===== config.mk =====
export PLATFORM = sky130hd
export DESIGN_NAME = arb4_rr_ctrl
export DESIGN_NICKNAME = d
export VERILOG_FILES = /design/src/rtl/arb_pkg.sv /design/src/rtl/mux41_n.sv /design/src/rtl/arb4_rr_ctrl.sv
export SDC_FILE = /design/constraint.sdc
export NUM_CORES = 1
export LEC_CHECK = 0
export BUFFER_PORTS_ARGS = -buffer_cell sky130_fd_sc_hd__buf_2
export CORE_ASPECT_RATIO = 1.1
export CORE_MARGIN = 5
export CORE_UTILIZATION = 36
export CTS_BUF_LIST = sky130_fd_sc_hd__clkbuf_8
export DETAILED_ROUTE_END_ITERATION = 12
export PLACE_DENSITY = 0.95
export SLEW_MARGIN = 30
export SYNTH_ARGS = -nofsm -noshare
export SYNTH_HDL_FRONTEND = slang
export SYNTH_HIERARCHICAL = 1
export SYNTH_SLANG_ARGS = --single-unit

===== constraint.sdc =====
create_clock -name clk -period 5.4 [get_ports clk]
set_clock_uncertainty 0.1 [all_clocks]
set_input_delay 0.27 -clock clk [delete_from_list [all_inputs] [get_ports clk]]
set_output_delay 0.27 -clock clk [all_outputs]
set_load 0.03 [all_outputs]

===== src/rtl/arb_pkg.sv =====
// Shared types and the round-robin pick function for the four-way arbiter.
package arb_pkg;
  localparam int NUM_REQ = 4;
  localparam int SEL_W   = 2;

  typedef enum logic {IDLE, GRANT} state_t;

  // Scans from last_owner+1 upward with wrap, so last_owner itself is checked last.
  function automatic logic [SEL_W-1:0] rr_pick(input logic [NUM_REQ-1:0] req,
                                               input logic [SEL_W-1:0]   last_owner);
    logic [SEL_W-1:0] idx;
    logic             found;
    rr_pick = last_owner;
    found   = 1'b0;
    for (int i = 1; i <= NUM_REQ; i++) begin
      idx = last_owner + SEL_W'(i);
      if (!found && req[idx]) begin
        rr_pick = idx;
        found   = 1'b1;
      end
    end
  endfunction
endpackage


===== src/rtl/mux41_n.sv =====
// Plain 4:1 data multiplexer, DLEN bits wide, selected by a binary index.
module mux41_n #(
  parameter int DLEN = 32
) (
  input  logic [DLEN-1:0] din00,
  input  logic [DLEN-1:0] din01,
  input  logic [DLEN-1:0] din10,
  input  logic [DLEN-1:0] din11,
  input  logic [1:0]      sel,
  output logic [DLEN-1:0] dout
);
  always_comb begin
    dout = din00;
    case (sel)
      2'b00:   dout = din00;
      2'b01:   dout = din01;
      2'b10:   dout = din10;
      2'b11:   dout = din11;
      default: dout = din00;
    endcase
  end
endmodule


===== src/rtl/arb4_rr_ctrl.sv =====
// Round-robin owner arbiter for a shared 4:1 data path.
// Optional forced release after HOLD_MAX cycles when ARB_TIMEOUT_EN is defined.
module arb4_rr_ctrl
  import arb_pkg::*;
#(
  parameter int DLEN     = 32,
  parameter int HOLD_MAX = 16
) (
  input  logic                 clk,
  input  logic                 rst,
  input  logic [NUM_REQ-1:0]   req,
  input  logic [NUM_REQ-1:0]   done,
  input  logic [DLEN-1:0]      din00,
  input  logic [DLEN-1:0]      din01,
  input  logic [DLEN-1:0]      din10,
  input  logic [DLEN-1:0]      din11,
  output logic [NUM_REQ-1:0]   gnt,
  output logic [SEL_W-1:0]     sel,
  output logic                 busy,
  output logic [DLEN-1:0]      dout,
  output logic                 dout_vld,
  output logic                 timeout
);
  // Handshake: a requester holds req high for its whole transaction; the owner
  // ends it by pulsing done on its last granted cycle or by dropping req.
  // dout is only meaningful while dout_vld is high.

  state_t             state_q, state_d;
  logic [NUM_REQ-1:0] gnt_q, gnt_d;
  logic [SEL_W-1:0]   sel_q, sel_d, last_q, last_d, winner;
  logic               release_nat, release_any, force_rel;

`ifdef ARB_TIMEOUT_EN
  localparam int HOLD_W = (HOLD_MAX > 2) ? $clog2(HOLD_MAX) : 1;
  logic [HOLD_W-1:0] hold_q;
  logic              timeout_q;
  logic              new_grant;
`else
  localparam bit unused_hold_max = (HOLD_MAX >= 2);
`endif

  always_comb begin
    state_d     = state_q;
    gnt_d       = gnt_q;
    sel_d       = sel_q;
    last_d      = last_q;
    force_rel   = 1'b0;
    release_nat = (state_q == GRANT) && (done[sel_q] || !req[sel_q]);
`ifdef ARB_TIMEOUT_EN
    force_rel   = (state_q == GRANT) && !release_nat && (hold_q == HOLD_W'(HOLD_MAX - 1));
`endif
    release_any = release_nat || force_rel;
    // On release the outgoing owner becomes the lowest-priority candidate.
    winner      = rr_pick(req, (state_q == GRANT) ? sel_q : last_q);

    case (state_q)
      IDLE: begin
        if (|req) begin
          state_d = GRANT;
          sel_d   = winner;
          gnt_d   = NUM_REQ'(1) << winner;
        end
      end
      GRANT: begin
        if (release_any) begin
          last_d = sel_q;
          if (|req) begin
            sel_d = winner;
            gnt_d = NUM_REQ'(1) << winner;
          end else begin
            state_d = IDLE;
            gnt_d   = '0;
          end
        end
      end
      default: begin
        state_d = IDLE;
        gnt_d   = '0;
      end
    endcase
  end

  always_ff @(posedge clk) begin
    if (rst) begin
      state_q <= IDLE;
      gnt_q   <= '0;
      sel_q   <= '0;
      last_q  <= SEL_W'(NUM_REQ - 1);
    end else begin
      state_q <= state_d;
      gnt_q   <= gnt_d;
      sel_q   <= sel_d;
      last_q  <= last_d;
    end
  end

`ifdef ARB_TIMEOUT_EN
  assign new_grant = (state_d == GRANT) && ((state_q == IDLE) || release_any);

  always_ff @(posedge clk) begin
    if (rst) begin
      hold_q    <= '0;
      timeout_q <= 1'b0;
    end else begin
      timeout_q <= force_rel;
      if (new_grant)
        hold_q <= '0;
      else if (state_q == GRANT)
        hold_q <= hold_q + HOLD_W'(1);
    end
  end

  assign timeout = timeout_q;
`else
  assign timeout = 1'b0;
`endif

  assign gnt      = gnt_q;
  assign sel      = sel_q;
  assign busy     = (state_q == GRANT);
  assign dout_vld = busy;

  mux41_n #(.DLEN(DLEN)) u_mux (
    .din00 (din00),
    .din01 (din01),
    .din10 (din10),
    .din11 (din11),
    .sel   (sel_q),
    .dout  (dout)
  );
endmodule


After elaboration in Yosys (flattened, before gate mapping)
Index checks and enable logic that the tools add are counted.

storage, ports and cells
  register bits after elaboration = 9
  latch bits = 0
  RAM bits = 0
  bits in read-only memories = 0
  input bits = 138
  logic and storage cells = 63
  memories kept = 0

operators by class
  add/sub/neg operators = 3
  multipliers = 0
  divide/modulo/power cells = 0
  magnitude comparators = 5
  equality and inequality tests = 5
  shifts and indexed selects = 1
  mux-type cells = 31
  bitwise logic cells = 1
  reduce and logical (&&, ||, !) cells = 13

operators with widths
  operator                                                     number
  one-hot mux 32 bit (4 select lines)                          1
  less-than comparator 2 x 3 -> 1 bit (second input constant)  5
  two-way mux 2 bit                                            7
  binary-select mux 1 bit (select 2 bit)                       6
  two-way mux 4 bit                                            3
  two-way mux 1 bit                                            11
  one-hot mux 4 bit (2 select lines)                           1
  adder 2 bit (second input constant)                          2
  equality test 2 bit (second input constant)                  2
  logical AND 1 bit                                            4
  logical NOT 1 bit                                            4
  one-hot mux 2 bit (2 select lines)                           1
  AND reduction 2 bit                                          2
  OR reduction 4 bit                                           1
  left shift 1 x 2 -> 4 bit (first input constant)             1
  adder 2 x 1 -> 2 bit (second input constant)                 1
  equality test 2 x 1 -> 1 bit (second input constant)         1
  logical NOT 2 bit                                            1
  != test 2 x 1 -> 1 bit (second input constant)               1
  != test 2 bit (second input constant)                        1
  one-hot mux 1 bit (2 select lines)                           1
  logical OR 1 bit                                             1
  inverter 1 bit                                               1

Depth between registers and ports, before layout
  depth after elaboration = 18
  depth in mapped cells = 6

Cells and area by module
Netlist, hierarchy kept.

modules (own cells, without submodules)
  module        instances  cells each  area an instance (µm²)  sequential area each (µm²)
  mux41_n       1          39          814.5                   0.0
  arb4_rr_ctrl  1          67          610.6                   180.2

Worst setup path before layout
OpenSTA, ideal clock, no wires.

  path type = flip-flop to flip-flop
  start point = register state_q, in the netlist busy
  end point = register gnt_q[1], in the netlist gnt[1]
  arrival = 1897 ps
  slack = 3286 ps
  stages on the path, launching flop included = 7
  path buffers = 1
  period minus slack after synthesis = 2114 ps
  cell sequence = dfxtp_1 > buf_6 > mux2i_2 > mux2_4 > a211oi_4 > nor2_2 > a22o_1

between the ends
  longest elaborated chain between the ends = 18

RTL lines
  item                                     RTL line                                text
  from (decl)                              arb4_rr_ctrl.sv:28                      state_t state_q, state_d;
  from (signal assigned)                   arb4_rr_ctrl.sv:90                      state_q <= state_d;
  two-way mux 2 bit                        arb4_rr_ctrl.sv:54                      winner = rr_pick(req, (state_q == GRANT) ? sel_q : last_q);
  adder 2 x 1 -> 2 bit                     arb_pkg.sv:16                           idx = last_owner + SEL_W'(i);
  binary-select mux 1 bit (select 2 bit)   arb_pkg.sv:17                           if (!found && req[idx]) begin
  two-way mux 1 bit (not written as such)  arb_pkg.sv:17
  two-way mux 1 bit                        arb_pkg.sv:17
  logical NOT 1 bit                        arb_pkg.sv:17
  logical AND 1 bit                        arb_pkg.sv:17
  two-way mux 1 bit                        arb_pkg.sv:17
  [... 2 more ...]                         n/a
  two-way mux 1 bit                        arb_pkg.sv:17
  logical NOT 1 bit                        arb_pkg.sv:17
  logical AND 1 bit                        arb_pkg.sv:17
  two-way mux 2 bit                        arb_pkg.sv:17
  left shift 1 x 2 -> 4 bit                arb4_rr_ctrl.sv:61, arb4_rr_ctrl.sv:69
  two-way mux 4 bit                        arb4_rr_ctrl.sv:67                      if (|req) begin
  two-way mux 4 bit                        arb4_rr_ctrl.sv:65                      if (release_any) begin
  one-hot mux 4 bit (2 select lines)       arb4_rr_ctrl.sv:56                      case (state_q)
  to (signal assigned)                     arb4_rr_ctrl.sv:91                      gnt_q <= gnt_d;
  to (decl)                                arb4_rr_ctrl.sv:29                      logic [NUM_REQ-1:0] gnt_q, gnt_d;

Parallel ways exist; a longest one is shown, timed or not. The select of a mux whose other input is x is not followed.
A chain may end at the register's enable or synchronous reset.

Worst setup path after layout
  start point = register sel_q[0], in the netlist sel[0]
  end point = output dout[29]

between the ends
  longest elaborated chain between the ends = 2

RTL lines
  item                                         RTL line            text
  from (decl)                                  arb4_rr_ctrl.sv:30  logic [SEL_W-1:0] sel_q, sel_d, last_q, last_d, winner;
  from (signal assigned)                       arb4_rr_ctrl.sv:92  sel_q <= sel_d;
  equality test 2 bit (tied with other cells)  mux41_n.sv:14       case (sel)
  one-hot mux 32 bit (4 select lines) *        mux41_n.sv:14
  to (decl)                                    arb4_rr_ctrl.sv:20  output logic [DLEN-1:0] dout,

Mark *: on every way between the ends. The rest lies on a longest branch, timed or not.

==> impl_metrics.json <==
{
  "crit_fanout": 22,
  "avgSynthCellArea_um2": 13.4,
  "synthSimpleGateAreaFrac": 0.0860,
  "die_area_um2": 5320,
  "ys_ff_latch": 9,
  "place_ws_ns": 2.87,
  "worstMarginPinSlew_ns": 0.735,
  "synth.distinct_cells": 33,
  "cts_tree": "yes",
  "clkSlewWorstSetupHoldPaths_ns": 0.05,
  "grt-ovfl-total": 0,
  "drc": 0,
  "p_leak_uw": 0.00114,
  "path_buf_inv": 2,
  "clock-root-buffer": "clkbuf_8",
  "comb_power_share": 0.698,
  "grt_pass1_wl_um": 9760,
  "dp_hpwl_um": 5340,
  "drtPass1Iterations": 4,
  "rsz0062_at_grt": "no",
  "routed_wl_um": 6110,
  "slew_headroom": 0.509,
  "initial_core_util": 0.365,
  "worst_slack_ns": 2.83,
  "cts_resized": 0,
  "syn_nets": 244,
  "synth_top_family_by_area": "multiplexers",
  "hp-class": "input pin to register",
  "netSwitchingFraction": 0.486,
  "worstPathRequired_ns": 5.03,
  "n_antenna_cell": 0,
  "coreArea_um2": 3900,
  "synth_top_area_frac": 0.506,
  "antenna_found_initial": 0,
  "grt_pass1_vias": 1822,
  "yosys.area.top_type": "mux4_2",
  "clock_latency_ns": 0.24,
  "hold_viol": 0,
  "num_vias": 1700,
  "hold_slack_ns": 0.193,
  "drive_above_1_share": 0.806,
  "synthXorXnorAreaFrac": 0,
  "postCtsSetupBuffers": 0,
  "clockBufferDepth": 2,
  "power.density_nw_per_um2": 263,
  "ys_seq_area_frac": 0.126,
  "cp_cell_sequence": "buf_4 > mux4_1 > buf_2",
  "cts_inserted_buffers": 3,
  "numPortBuffers": 177,
  "synthCells": 106,
  "pwr-share-seq": 0.167,
  "gp_congestion": 0.944,
  "min_period_over_period": 0.476,
  "htreeDepth": 1,
  "peakVddDrop_uv": 171,
  "critPathArrivalTime_ns": 2.20,
  "synthAdderAreaFrac": 0,
  "finalPower_uw": 609,
  "crit_slowest_cell": "dfxtp_2",
  "wl_per_cell_um": 18.5,
  "grt_start_max_net_pins": 23,
  "dr.first_iter.drc_count": 78,
  "intPower_uw": 313,
  "synth_warnings": 6,
  "hold_buffers": 0,
  "fin_tns_setup_ns": 0,
  "synth_compound_area_frac": 0.113,
  "met2_usage": 0.403,
  "fin_crit_ns": 2.57,
  "path_delay_family": "flip-flops",
  "slew_viol_final": 0,
  "io_pins": 179,
  "grt_use_met3": 0.111,
  "synthMuxAreaShare": 0.577,
  "switchingPower_uw": 296,
  "cts_num_sinks": 9,
  "die_height_um": 76.0,
  "area_delta_synth_final_pct": 62.7,
  "critical_path_class": "register to output pin",
  "design_area_um2": 2320,
  "multi_input_area_um2": 1110,
  "outcome": "finished, final reports clean",
  "crit_path_start_kind": "register",
  "die_w_um": 70.0,
  "final-seq-area_um2": 181,
  "setup_violations": 0,
  "clkPwrFrac": 0.135,
  "max_cap_viol_count": 0,
  "synth_area_um2": 1430,
  "max_freq_ghz": 0.389,
  "grt-busiest-layer": "met2",
  "nets": 417,
  "grt_use_met1": 0.253,
  "n_fill_cell": 339,
  "detail-route-antenna-nets": 0,
  "netlist_top_cells_area": "mux4_2, dfxtp_1, buf_12",
  "timing.critical_path.to_type": "output pin",
  "grt_usage": 0.229,
  "vias_per_cell": 5.15,
  "dpl_cell_area_um2": 2270,
  "fp-row-count": 24,
  "cpPeakStageDelay_ns": 0.67
}
[cell usage after synthesis, drive strengths merged]
library cell  number
o21bai             1
a211oi             4
buf               11
o211ai             2
nand3              1
inv                4
nor4               1
dfxtp              9
nor2b              4
nor2               6
and3               1
a21oi              4
a22o               2
o21ai              5
o32ai              1
nand2b             5
mux2i              3
nand3b             1
o2bb2ai            1
conb               1
mux4              34
nand2              4
mux2               1
[worst reg2reg max path, stage by stage, from the launching register on]
cell and delay, ns:
dfxtp_1 0.79, buf_4 0.42, mux2i_2 0.18, mux2_4 0.34
a211oi_4 0.28, nor2_2 0.07, a22o_1 0.23
[cells in the final DEF, fill, tap and decap left out, drive strengths merged, types with 2 or more instances in the layout]
cell type	n
clkbuf	3
a21oi	4
mux2i	3
o211ai	2
dfxtp	9
mux4	34
nor2	6
inv	4
nand2b	5
a211oi	4
nor2b	4
buf	179
a22o	2
nand2	4
o21ai	5
[layout make-up]
cell class,instances,area share
multi-input cells,82,0.479
repair buffers,179,0.389
flip-flops and latches,9,0.0783
well taps,52,0.0281
clock buffers,3,0.0178
inverters,4,0.00648
clock inverters,1,0.00216
[power by group through the flow]
stage / sequential (uW) / clock, uW / combinational [uW]
global placement: 102 / 0 / 417
CTS: 102 / 83.0 / 426
floorplan: 101 / 0 / 313
finish: 102 / 82.3 / 425
detailed placement: 103 / 0 / 425
global route: 106 / 87.7 / 451
[layer usage]
metal	up-vias	share of wire
li1	787	-
met1	789	0.34
met2	121	0.51
met3	3	0.15
met4	0	0.0046
met5	-	0
[kinds of logic (layout without fill, tap and decap cells)]
family / after synthesis / after routing
buffers and inverters: 15 / 187
multiplexers: 38 / 38
AO/OA/AOI/OAI: 20 / 20
flip-flops: 9 / 9
AND/OR/NAND/NOR: 23 / 23
other: 1 / 1
[flip-flops by register name, indices dropped and copies added, names as in the netlist]
name,count
busy,1
last_q,2
sel,2
gnt,4
[path summary, 6_finish.rpt]
check	from	endpoint	slack (ns)	cells past startpoint
worst max register to register	sel[1]	gnt[3]	2.87	6
worst min-delay path	rst	sel[0]	0.19	2
worst min register to register	gnt[2]	gnt[2]	0.35	2
worst max-delay path	sel[0]	dout[29]	2.83	3
[metrics by stage]
| step | util | std cells |
|---|---|---|
| floorplan | - | 106 |
| global placement | 0.582 | 326 |
| detailed placement | 0.582 | 326 |
| CTS | 0.594 | 330 |
| global route | 0.594 | 330 |
| finish | 0.594 | 330 |
Note: power is estimated with default switching activity, not from simulation.
